File: src/rtl/reg_arb_pkg.sv
// Shared types and helpers for the arbitrated register write path.
package reg_arb_pkg;

    localparam int unsigned MAX_REQ = 16;

    typedef enum logic {
        IDLE  = 1'b0,
        GRANT = 1'b1
    } arb_state_e;

    function automatic int unsigned idx_width(input int unsigned r);
        return (r > 1) ? int'($clog2(r)) : 1;
    endfunction

    // One-hot of idx over r requesters; indices outside the range give zero.
    function automatic logic [MAX_REQ-1:0] onehot(input logic [3:0] idx, input int unsigned r);
        logic [MAX_REQ-1:0] v;
        v = '0;
        if (32'(idx) < r) begin
            v[idx] = 1'b1;
        end
        return v;
    endfunction

endpackage

File: src/rtl/rr_priority_pick.sv
// Round-robin pick: first asserted request at or after ptr, wrapping modulo R.
module rr_priority_pick
    import reg_arb_pkg::*;
#(
    parameter  int unsigned R  = 4,
    localparam int unsigned IW = idx_width(R)
) (
    input  logic [R-1:0]  req,
    input  logic [IW-1:0] ptr,
    output logic [IW-1:0] w,
    output logic          any_req
);

    int unsigned k;

    always_comb begin
        w       = '0;
        any_req = 1'b0;
        k       = 0;
        for (int unsigned i = 0; i < R; i++) begin
            k = 32'(ptr) + i;
            if (k >= R) begin
                k = k - R;
            end
            if (!any_req && req[IW'(k)]) begin
                any_req = 1'b1;
                w       = IW'(k);
            end
        end
    end

endmodule

File: src/rtl/reg_write_arbiter.sv
// Shared N-bit register with a round-robin arbitrated write path and status outputs.
module reg_write_arbiter
    import reg_arb_pkg::*;
#(
    parameter  int unsigned n  = 4,
    parameter  int unsigned R  = 4,
    localparam int unsigned IW = idx_width(R)
) (
    input  logic            clk,
    input  logic            rst_n,
    input  logic [R-1:0]    req,
    input  logic [R*n-1:0]  I,
    output logic [R-1:0]    gnt,
    output logic [n-1:0]    Q,
    output logic            q_valid,
    output logic [IW-1:0]   owner,
    output logic            busy
);

    arb_state_e    state_q, state_d;
    logic [IW-1:0] ptr_q, ptr_d;
    logic [R-1:0]  gnt_q, gnt_d;
    logic [n-1:0]  q_q, q_d;
    logic          valid_q, valid_d;
    logic [IW-1:0] owner_q, owner_d;
    logic          busy_q, busy_d;

    logic [IW-1:0] win_c;
    logic          any_req_c;
    logic [n-1:0]  din [R];

    for (genvar g = 0; g < R; g++) begin : g_din
        assign din[g] = I[g*n +: n];
    end

    rr_priority_pick #(.R(R)) u_pick (
        .req     (req),
        .ptr     (ptr_q),
        .w       (win_c),
        .any_req (any_req_c)
    );

    // Arbitrate and capture in IDLE; GRANT is a single dead cycle that clears the pulse.
    always_comb begin
        state_d = state_q;
        ptr_d   = ptr_q;
        gnt_d   = '0;
        q_d     = q_q;
        valid_d = valid_q;
        owner_d = owner_q;
        busy_d  = 1'b0;
        case (state_q)
            IDLE: begin
                if (any_req_c) begin
                    gnt_d   = R'(onehot(4'(win_c), R));
                    q_d     = din[win_c];
                    owner_d = win_c;
                    valid_d = 1'b1;
                    ptr_d   = (win_c == IW'(R - 1)) ? '0 : win_c + IW'(1);
                    busy_d  = 1'b1;
                    state_d = GRANT;
                end
            end
            GRANT: begin
                state_d = IDLE;
            end
            default: begin
                state_d = IDLE;
            end
        endcase
    end

    always_ff @(posedge clk or negedge rst_n) begin
        if (!rst_n) begin
            state_q <= IDLE;
            ptr_q   <= '0;
            gnt_q   <= '0;
            q_q     <= '0;
            valid_q <= 1'b0;
            owner_q <= '0;
            busy_q  <= 1'b0;
        end else begin
            state_q <= state_d;
            ptr_q   <= ptr_d;
            gnt_q   <= gnt_d;
            q_q     <= q_d;
            valid_q <= valid_d;
            owner_q <= owner_d;
            busy_q  <= busy_d;
        end
    end

    assign gnt     = gnt_q;
    assign Q       = q_q;
    assign q_valid = valid_q;
    assign owner   = owner_q;
    assign busy    = busy_q;

endmodule

File: config.mk
export PLATFORM = sky130hd
export DESIGN_NAME = reg_write_arbiter
export DESIGN_NICKNAME = d
export VERILOG_FILES = /design/src/rtl/reg_arb_pkg.sv /design/src/rtl/rr_priority_pick.sv /design/src/rtl/reg_write_arbiter.sv
export SDC_FILE = /design/constraint.sdc
export NUM_CORES = 1
export LEC_CHECK = 0
export BUFFER_PORTS_ARGS = -buffer_cell sky130_fd_sc_hd__buf_4
export CAP_MARGIN = 0
export CORE_MARGIN = 1
export CORE_UTILIZATION = 44
export CTS_BUF_LIST = sky130_fd_sc_hd__clkbuf_16
export CTS_CLUSTER_SIZE = 25
export DETAILED_ROUTE_END_ITERATION = 8
export HOLD_SLACK_MARGIN = 0.06
export PLACE_DENSITY = 0.76
export SYNTH_ARGS = -nofsm -noshare
export SYNTH_HDL_FRONTEND = slang
export SYNTH_SLANG_ARGS = --single-unit
File: constraint.sdc
create_clock -name clk -period 2.34 [get_ports clk]
set_clock_uncertainty 0.15 [all_clocks]
set_input_delay 0.234 -clock clk [delete_from_list [all_inputs] [get_ports clk]]
set_output_delay 0.234 -clock clk [all_outputs]
set_load 0.02 [all_outputs]
# After elaboration in Yosys (flattened, before gate mapping)
# Index checks and enable logic that the tools add are counted.
[totals] regBits=15 inputBits=22 out_inout_bits=12 word_cells=68
[classes] n_addsub=8 n_lt_le_gt_ge=11 eq_ne=1 mux=31 n_bitwise=2 reduce_logical=8
[op_table] operator="2-bit two-way mux" count=9
[op_table] operator="4-bit two-way mux" count=4
[op_table] operator="3-bit greater-or-equal comparator, second input constant" count=4
[op_table] operator="2-bit by 3-bit < comparator with 1-bit output, second input constant" count=4
[op_table] operator="1-bit two-way mux" count=11
[op_table] operator="1-bit binary-select mux with 2-bit select" count=4
[op_table] operator="4-bit binary-select mux with 2-bit select" count=1
[op_table] operator="2-bit by 1-bit subtractor with 2-bit output, second input constant" count=4
[op_table] operator="2-bit by 2-bit adder with 3-bit output, second input constant" count=2
[op_table] operator="2-bit by 5-bit < comparator with 1-bit output, second input constant" count=1
[op_table] operator="1-bit logical AND" count=4
[op_table] operator="2-bit by 1-bit adder with 3-bit output, second input constant" count=1
[op_table] operator="2-bit by 3-bit greater-or-equal comparator with 1-bit output, second input constant" count=1
[op_table] operator="1-bit zero test" count=3
[op_table] operator="2-bit NOT with 3-bit output" count=1
[op_table] operator="2-bit by 1-bit adder with 2-bit output, second input constant" count=1
[op_table] operator="1-bit demux with 2-bit select" count=1
[op_table] operator="2-bit == test, second input constant" count=1
[op_table] operator="2-bit by 1-bit greater-or-equal comparator with 1-bit output, second input constant" count=1
[op_table] operator="1-bit case mux with 2 select lines" count=1
[op_table] operator="2-bit AND reduction" count=1
[op_table] operator="1-bit NOT" count=1

# Logic depth before layout (Yosys ltp)
# Gate-level depths: netlist of run 1.
[depth] depth_word=20 ltp_mapped=6 depth_no_buf=5

# By module
# A second synthesis of run 1 with hierarchy kept.
[unflattened] hier_cells=57 area_unflattened_um2=743.2
[modules_own_cells] mod="reg_write_arbiter" instances=1 cells_each=42 area_each_um2=665.6 seq_area_each_um2=350.3
[modules_own_cells] mod="rr_priority_pick" instances=1 cells_each=15 area_each_um2=77.6 seq_area_each_um2=0.0

# Least setup slack after synthesis of run 1
# Ideal clock, no wire load.
[synth_path] kind="reg2reg" start="register ptr_q[1]" end="register ptr_q[1]" setup_ns=0.125 arrival_time_ns=1.739 required_ns=2.065 setup_slack_ns=0.326 stages_incl_launch_ff=7 n_path_buf=1 path_cell_list="dfrtp_1 -> mux2_2 -> o221ai_2 -> buf_6 -> inv_1 -> ha_1 -> mux2_2"
[synth_between] elab_chain_len=16 elab_cells_between_ends=41
[synth_lines] element="start: declaration" line="reg_write_arbiter.sv:21" text="logic [IW-1:0] ptr_q, ptr_d;"
[synth_lines] element="start signal: assignment" line="reg_write_arbiter.sv:84" text="ptr_q <= ptr_d;"
[synth_lines] element="branches (longest 16 deep; another with 2-bit by 1-bit adder with 3-bit output)"
# Several ways; the timed one is not identified. The select of a mux whose other input is x is not followed.
# A chain may end at the register's enable or synchronous reset.

# Worst setup path after layout of run 1
[layout_path] start="register ptr_q[1]" end="register q_q[1] (netlist: Q[1])"
[layout_between] elab_chain_len=18 elab_cells_between_ends=42
[layout_lines] element="branches (longest 18 deep; another with 2-bit by 1-bit adder with 3-bit output)"
[layout_lines] element="end signal: assignment" line="reg_write_arbiter.sv:86" text="q_q <= q_d;"
[layout_lines] element="end: declaration" line="reg_write_arbiter.sv:23" text="logic [n-1:0] q_q, q_d;"
# Several ways; the timed one is not identified. The select of a mux whose other input is x is not followed.

==> metrics.cfg, run 1 <==
[run_status]
outcome=finished, final reports clean

[worst_setup_path]
cp_data_arrival_time_ns=1.93
reg2reg_slack_ns=0.37
timing.rr.start=ptr_q[1]
critPathLaunch=ptr_q[1]
cp_max_fo=7
criticalPathCategory=flip-flop to flip-flop
path_cells=mux2_2 > o221ai_2 > buf_4 > mux2i_1 > a31oi_1 > a21boi_2
path_delay_family=multiplexers
cp_num_buf_inv=1
required_ns=2.30
rr_endpoint=Q[1]
slowest_delay_ns=0.42
crit_path_top_delay_cell=dfrtp_1
r2r.worst_path.cells=6
setup.worst_path.end_class=flip-flop
setup.worst_path.start_class=flip-flop

[global_routing]
grt_usage_pct=20.3
use_met2_pct=34.5
grt-busiest-layer=met2
grt_pass1_wl_um=2750
grtUsageMet3_pct=8.09
antenna_found_initial=0
grt_max_degree=15
met1_usage_pct=22.3
grt_pass1_vias=664
overflow=0

[cells_and_area]
final_cell_mix=35 x buf_4, 14 x dfrtp_1, 8 x mux2i_1
drive_gt1_share_pct=43.4
fin_util_pct=70.7
num-fill-cells=125
area_growth_pct=47.9
fin_nets=130
diodes=0
final_common_cell=buf_4

[placed_design]
place_ws_ns=0.385
gp_congestion=0.752
dp_hpwl_um=1240
portBuffers=33

[power]
finalPower_mw=1.25
peakVddDrop_uv=839
p_leak_nw=0.538
powerDensity_nw_per_um2=1140

[detailed_routing]
drc=0
final_antenna_net_count=0
first_pass_iters=3
drt_iter0_drc=7
drt_wl_total_um=1630
num_vias=655
routedWlPerCell_um=13.4
via_per_inst=5.37

[floorplan]
fp.dieH_um=42.9
rows=14
pin_count=34
core_um2=1540
die_x_um=42.9
initial_core_util_pct=47.8
dieArea_um2=1840

[sta]
min_period_ns=1.97
setup-tns-final_ns=0
rsz0062_at_grt=false
worstMarginPinSlew_ns=0.926
final_max_slew_viol_count=0
setup_viol=0
fmaxAchievable_ghz=0.506
worst_slack_ns=0.366
period_share_pct=84.4
relSlewSlack_pct=38.0
hold_violations=0

[yosys]
synth_top_area_share_pct=47.5
yosysWarnings=0
synth.area.top_cells=dfrtp_1 48%, mux2i_1 11%, o21ai_0 4.1%
synth_cell_types=24
syn_area_um2=737
synth-seq-cells=14
synth_area_per_cell_um2=10.7
synth_top_area_cell=dfrtp_1
synth_nets=92
synth_cells=69
synth_seq_area_share_pct=47.5

[clock_network]
clk_pin_slew_ns=0.04
root_buffer=clkbuf_16
ctsResizeCount=0
cts_tree=yes
numCtsBuffers=3
htreeDepth=1
cts_buffer_depth=2
cts_sinks=14
clk_latency_ns=0.24

[hold_path]
hold_path.class=primary input to flip-flop
hold-path-endpoint=Q[2]
min_from=I[6]
whs_path_depth=3

[flow_run]
maxCapViolations=0

==> timing repair <==
action / 4_1_cts / 5_1_grt
buffers inserted: 0 / 0
endpoints found under the hold margin: 14 / 0
endpoints found under the setup margin: 0 / 0
hold buffers: 1 / 0
==> layout make-up <==
| type | count | area [um2] | share of cell area (%) |
|---|---|---|---|
| Multi-Input combinational cell | 48 | 353 | 32.4 |
| Clock buffer | 3 | 75.1 | 6.89 |
| Inverter | 4 | 15.0 | 1.38 |
| Tap cell | 16 | 20.0 | 1.84 |
| Sequential cell | 14 | 350 | 32.1 |
| Timing Repair Buffer | 36 | 273 | 25.0 |
| Clock inverter | 1 | 3.75 | 0.344 |
==> synth_stat cells, drive strengths merged <==
library cell and instances:
or3b 1, a31oi 4, dfrtp 14, o221ai 1, o21ai 6, a21boi 5, inv 4, o22a 1
and2 1, o2bb2a 1, nor2 6, nor4 1, a21oi 3, nor3 2, nor2b 1, ha 1
or2 1, mux2 2, nand2 3, clkbuf 2, buf 1, mux2i 8
==> worst register-to-register path: cells and delay by family, from the launching register on <==
kind	cells	cell delay, ns
muxes	2	0.57
AOI/OAI and AO/OA	3	0.49
DFF	1	0.42
buffers and inverters	1	0.20
==> flip-flops by register name, indices dropped and copies added (netlist names) <==
register  count
Q             4
busy          1
gnt           4
owner         2
ptr_q         2
q_valid       1
==> worst max-delay path by stage <==
| stage | endpoint | cells after the start |
|---|---|---|
| after global placement | Q[2] | 6 |
| after floorplan | ptr_q[1] | 6 |
| after CTS | Q[1] | 6 |
| after global routing | Q[1] | 6 |
| after detailed placement | Q[1] | 6 |
| final | Q[1] | 6 |
==> metrics by stage <==
stage               cell area (um2)  std cells  hold slack, ns
floorplan                       737         69          -0.212
global placement               1000        117         -0.0587
detailed placement             1000        117         -0.0605
CTS                            1090        122           0.156
global route                   1090        122           0.170
finish                         1090        122           0.163
==> logic make-up after synthesis <==
| family | Yosys count | share of synthesized area [%] |
|---|---|---|
| AOI/OAI and AO/OA | 21 | 20.2 |
| muxes | 10 | 13.9 |
| and+or+nand+nor | 16 | 12.1 |
| adders and majority gates | 1 | 1.70 |
| DFF | 14 | 47.5 |
| buffers and inverters | 7 | 4.58 |
==> power breakdown <==
group / total [mW] / internal [mW] / switching (mW)
Combinational: 0.542 / 0.259 / 0.283
Sequential: 0.388 / 0.329 / 0.0592
Clock: 0.315 / 0.225 / 0.0901
==> per-layer routing <==
metal / part of all wire, % / wire length (um)
met5: 0 / 0
met4: 0.37 / 6
met3: 5.4 / 88
met2: 55 / 890
met1: 40 / 644
Power figures use the tool's default switching activity.
==> inputs of run 2 (changes only) <==
==> constraint.sdc (replaced) <==
create_clock -name clk -period 1.9 [get_ports clk]
set_clock_uncertainty 0.15 [all_clocks]
set_input_delay 0.19 -clock clk [delete_from_list [all_inputs] [get_ports clk]]
set_output_delay 0.19 -clock clk [all_outputs]
set_load 0.02 [all_outputs]
==> metrics.cfg, run 2 (synthesis results as in run 1) <==
[run_status]
outcome=complete, but fails checks
failed_checks=setup timing

[cells_and_area]
final_cell_mix=42 x buf_4, 13 x dfrtp_1, 7 x mux2i_1
fin_nets=139
post-route-cell-area_um2=1210
diodes=0
final_common_cell=buf_4
num-fill-cells=100
area_growth_pct=63.8
drive_gt1_share_pct=53.0

[worst_setup_path]
r2r.worst_path.cells=6
required_ns=1.87
setup.worst_path.end_class=flip-flop
cp_data_arrival_time_ns=1.91
setup.worst_path.start_class=flip-flop
cp_max_fo=6
timing.rr.start=ptr_q[1]
criticalPathCategory=flip-flop to flip-flop
reg2reg_slack_ns=-0.04
rr_endpoint=Q[3]

[hold_path]
hold_path.class=primary input to flip-flop
hold-path-endpoint=Q[2]
min_from=I[6]
whs_path_depth=3

[sta]
hold_violations=0
worst_slack_ns=-0.0386
min_period_ns=1.94
fmaxAchievable_ghz=0.516
final_max_slew_viol_count=0
period_share_pct=102
rsz0062_at_grt=true
setup_viol=2
worstMarginPinSlew_ns=0.881
relSlewSlack_pct=41.1

[floorplan]
rows=14
dieArea_um2=1840
pin_count=34
core_um2=1540
fp.dieH_um=42.9
initial_core_util_pct=47.8
die_x_um=42.9

[detailed_routing]
via_per_inst=5.42
num_vias=710
drc=0
drt_wl_total_um=1790
routedWlPerCell_um=13.6
first_pass_iters=4
drt_iter0_drc=12
final_antenna_net_count=0

[power]
p_leak_nw=0.593
powerDensity_nw_per_um2=1430
peakVddDrop_uv=966
finalPower_mw=1.72

[placed_design]
place_ws_ns=-0.0733
gp_congestion=0.789
placed_area_um2=1060
portBuffers=33
dp_hpwl_um=1320

[clock_network]
numCtsBuffers=3
clk_pin_slew_ns=0.05
cts_buffer_depth=2
htreeDepth=1
cts_sinks=14
clk_latency_ns=0.24
cts_tree=yes
root_buffer=clkbuf_16

[global_routing]
grt_pass1_wl_um=3030
antenna_found_initial=0
grt_pass1_vias=757
grt_usage_pct=22.0
overflow=0
grt_max_degree=15

[flow_run]
maxCapViolations=0

==> run 2: cell count changes in the layout (fill, tap and decap cells not counted), moves of 2 or more <==
cell / before / now
buf_4: 35 / 42
mux2_2: 2 / 0
mux2_4: 0 / 2
a21boi_0: 3 / 1
buf_6: 0 / 2
==> run 2: report_power, final <==
part	leakage, nW	internal [mW]	switching, mW
clock	0.0385	0.278	0.116
combinational	0.389	0.442	0.406
sequential	0.165	0.407	0.0759
total	0.593	1.13	0.597
==> run 2: worst max-delay path by stage <==
stage	startpoint	to	cells after the start
finish	ptr_q[1]	Q[3]	6
global route	ptr_q[1]	Q[3]	6
CTS	ptr_q[1]	Q[3]	6
detailed placement	ptr_q[1]	Q[3]	6
global placement	ptr_q[1]	Q[3]	6
floorplan	ptr_q[1]	ptr_q[1]	6
==> run 2: timing repair <==
action                                 in CTS  in global routing
setup endpoints to repair                   4                  5
pin swaps                                   1                  3
hold buffers                                1                  0
resized for setup                           4                  4
endpoints found under the hold margin      14                  0
buffers inserted                            1                  4
==> run 2: area by class of cell <==
type	count	area (um2)	area share, %
multi-input cells	48	394	32.6
flip-flops and latches	14	352	29.1
repair buffers	45	348	28.8
clock buffers	3	75.1	6.22
well taps	16	20.0	1.66
inverters	4	15.0	1.24
clock inverters	1	3.75	0.311
==> run 2: worst max-delay path, stage by stage (launching register included) <==
cell	delay [ns]
dfrtp_2	0.43
mux2_4	0.33
o221ai_4	0.25
buf_6	0.17
mux2i_2	0.22
a31oi_1	0.09
a21boi_2	0.19
==> run 2: per-layer routing <==
| metal | up-vias | routed length [um] | global-route usage [%] |
|---|---|---|---|
| met4 | 0 | 27 | 9.38 |
| met5 | - | 0 | 0 |
| li1 | 342 | - | - |
| met1 | 328 | 706 | 24.3 |
| met2 | 34 | 959 | 40.0 |
| met3 | 6 | 92 | 4.26 |
==> run 2: metrics by stage <==
step	utilization [%]	hold slack [ns]	setup TNS, ns	cells
floorplan	-	-0.256	-0.00864	69
CTS	75.9	0.109	-0.0132	127
finish	78.3	0.107	-0.0595	131
detailed placement	68.9	-0.100	-0.211	121
global route	78.3	0.121	-0.412	131
global placement	68.9	-0.103	0	121
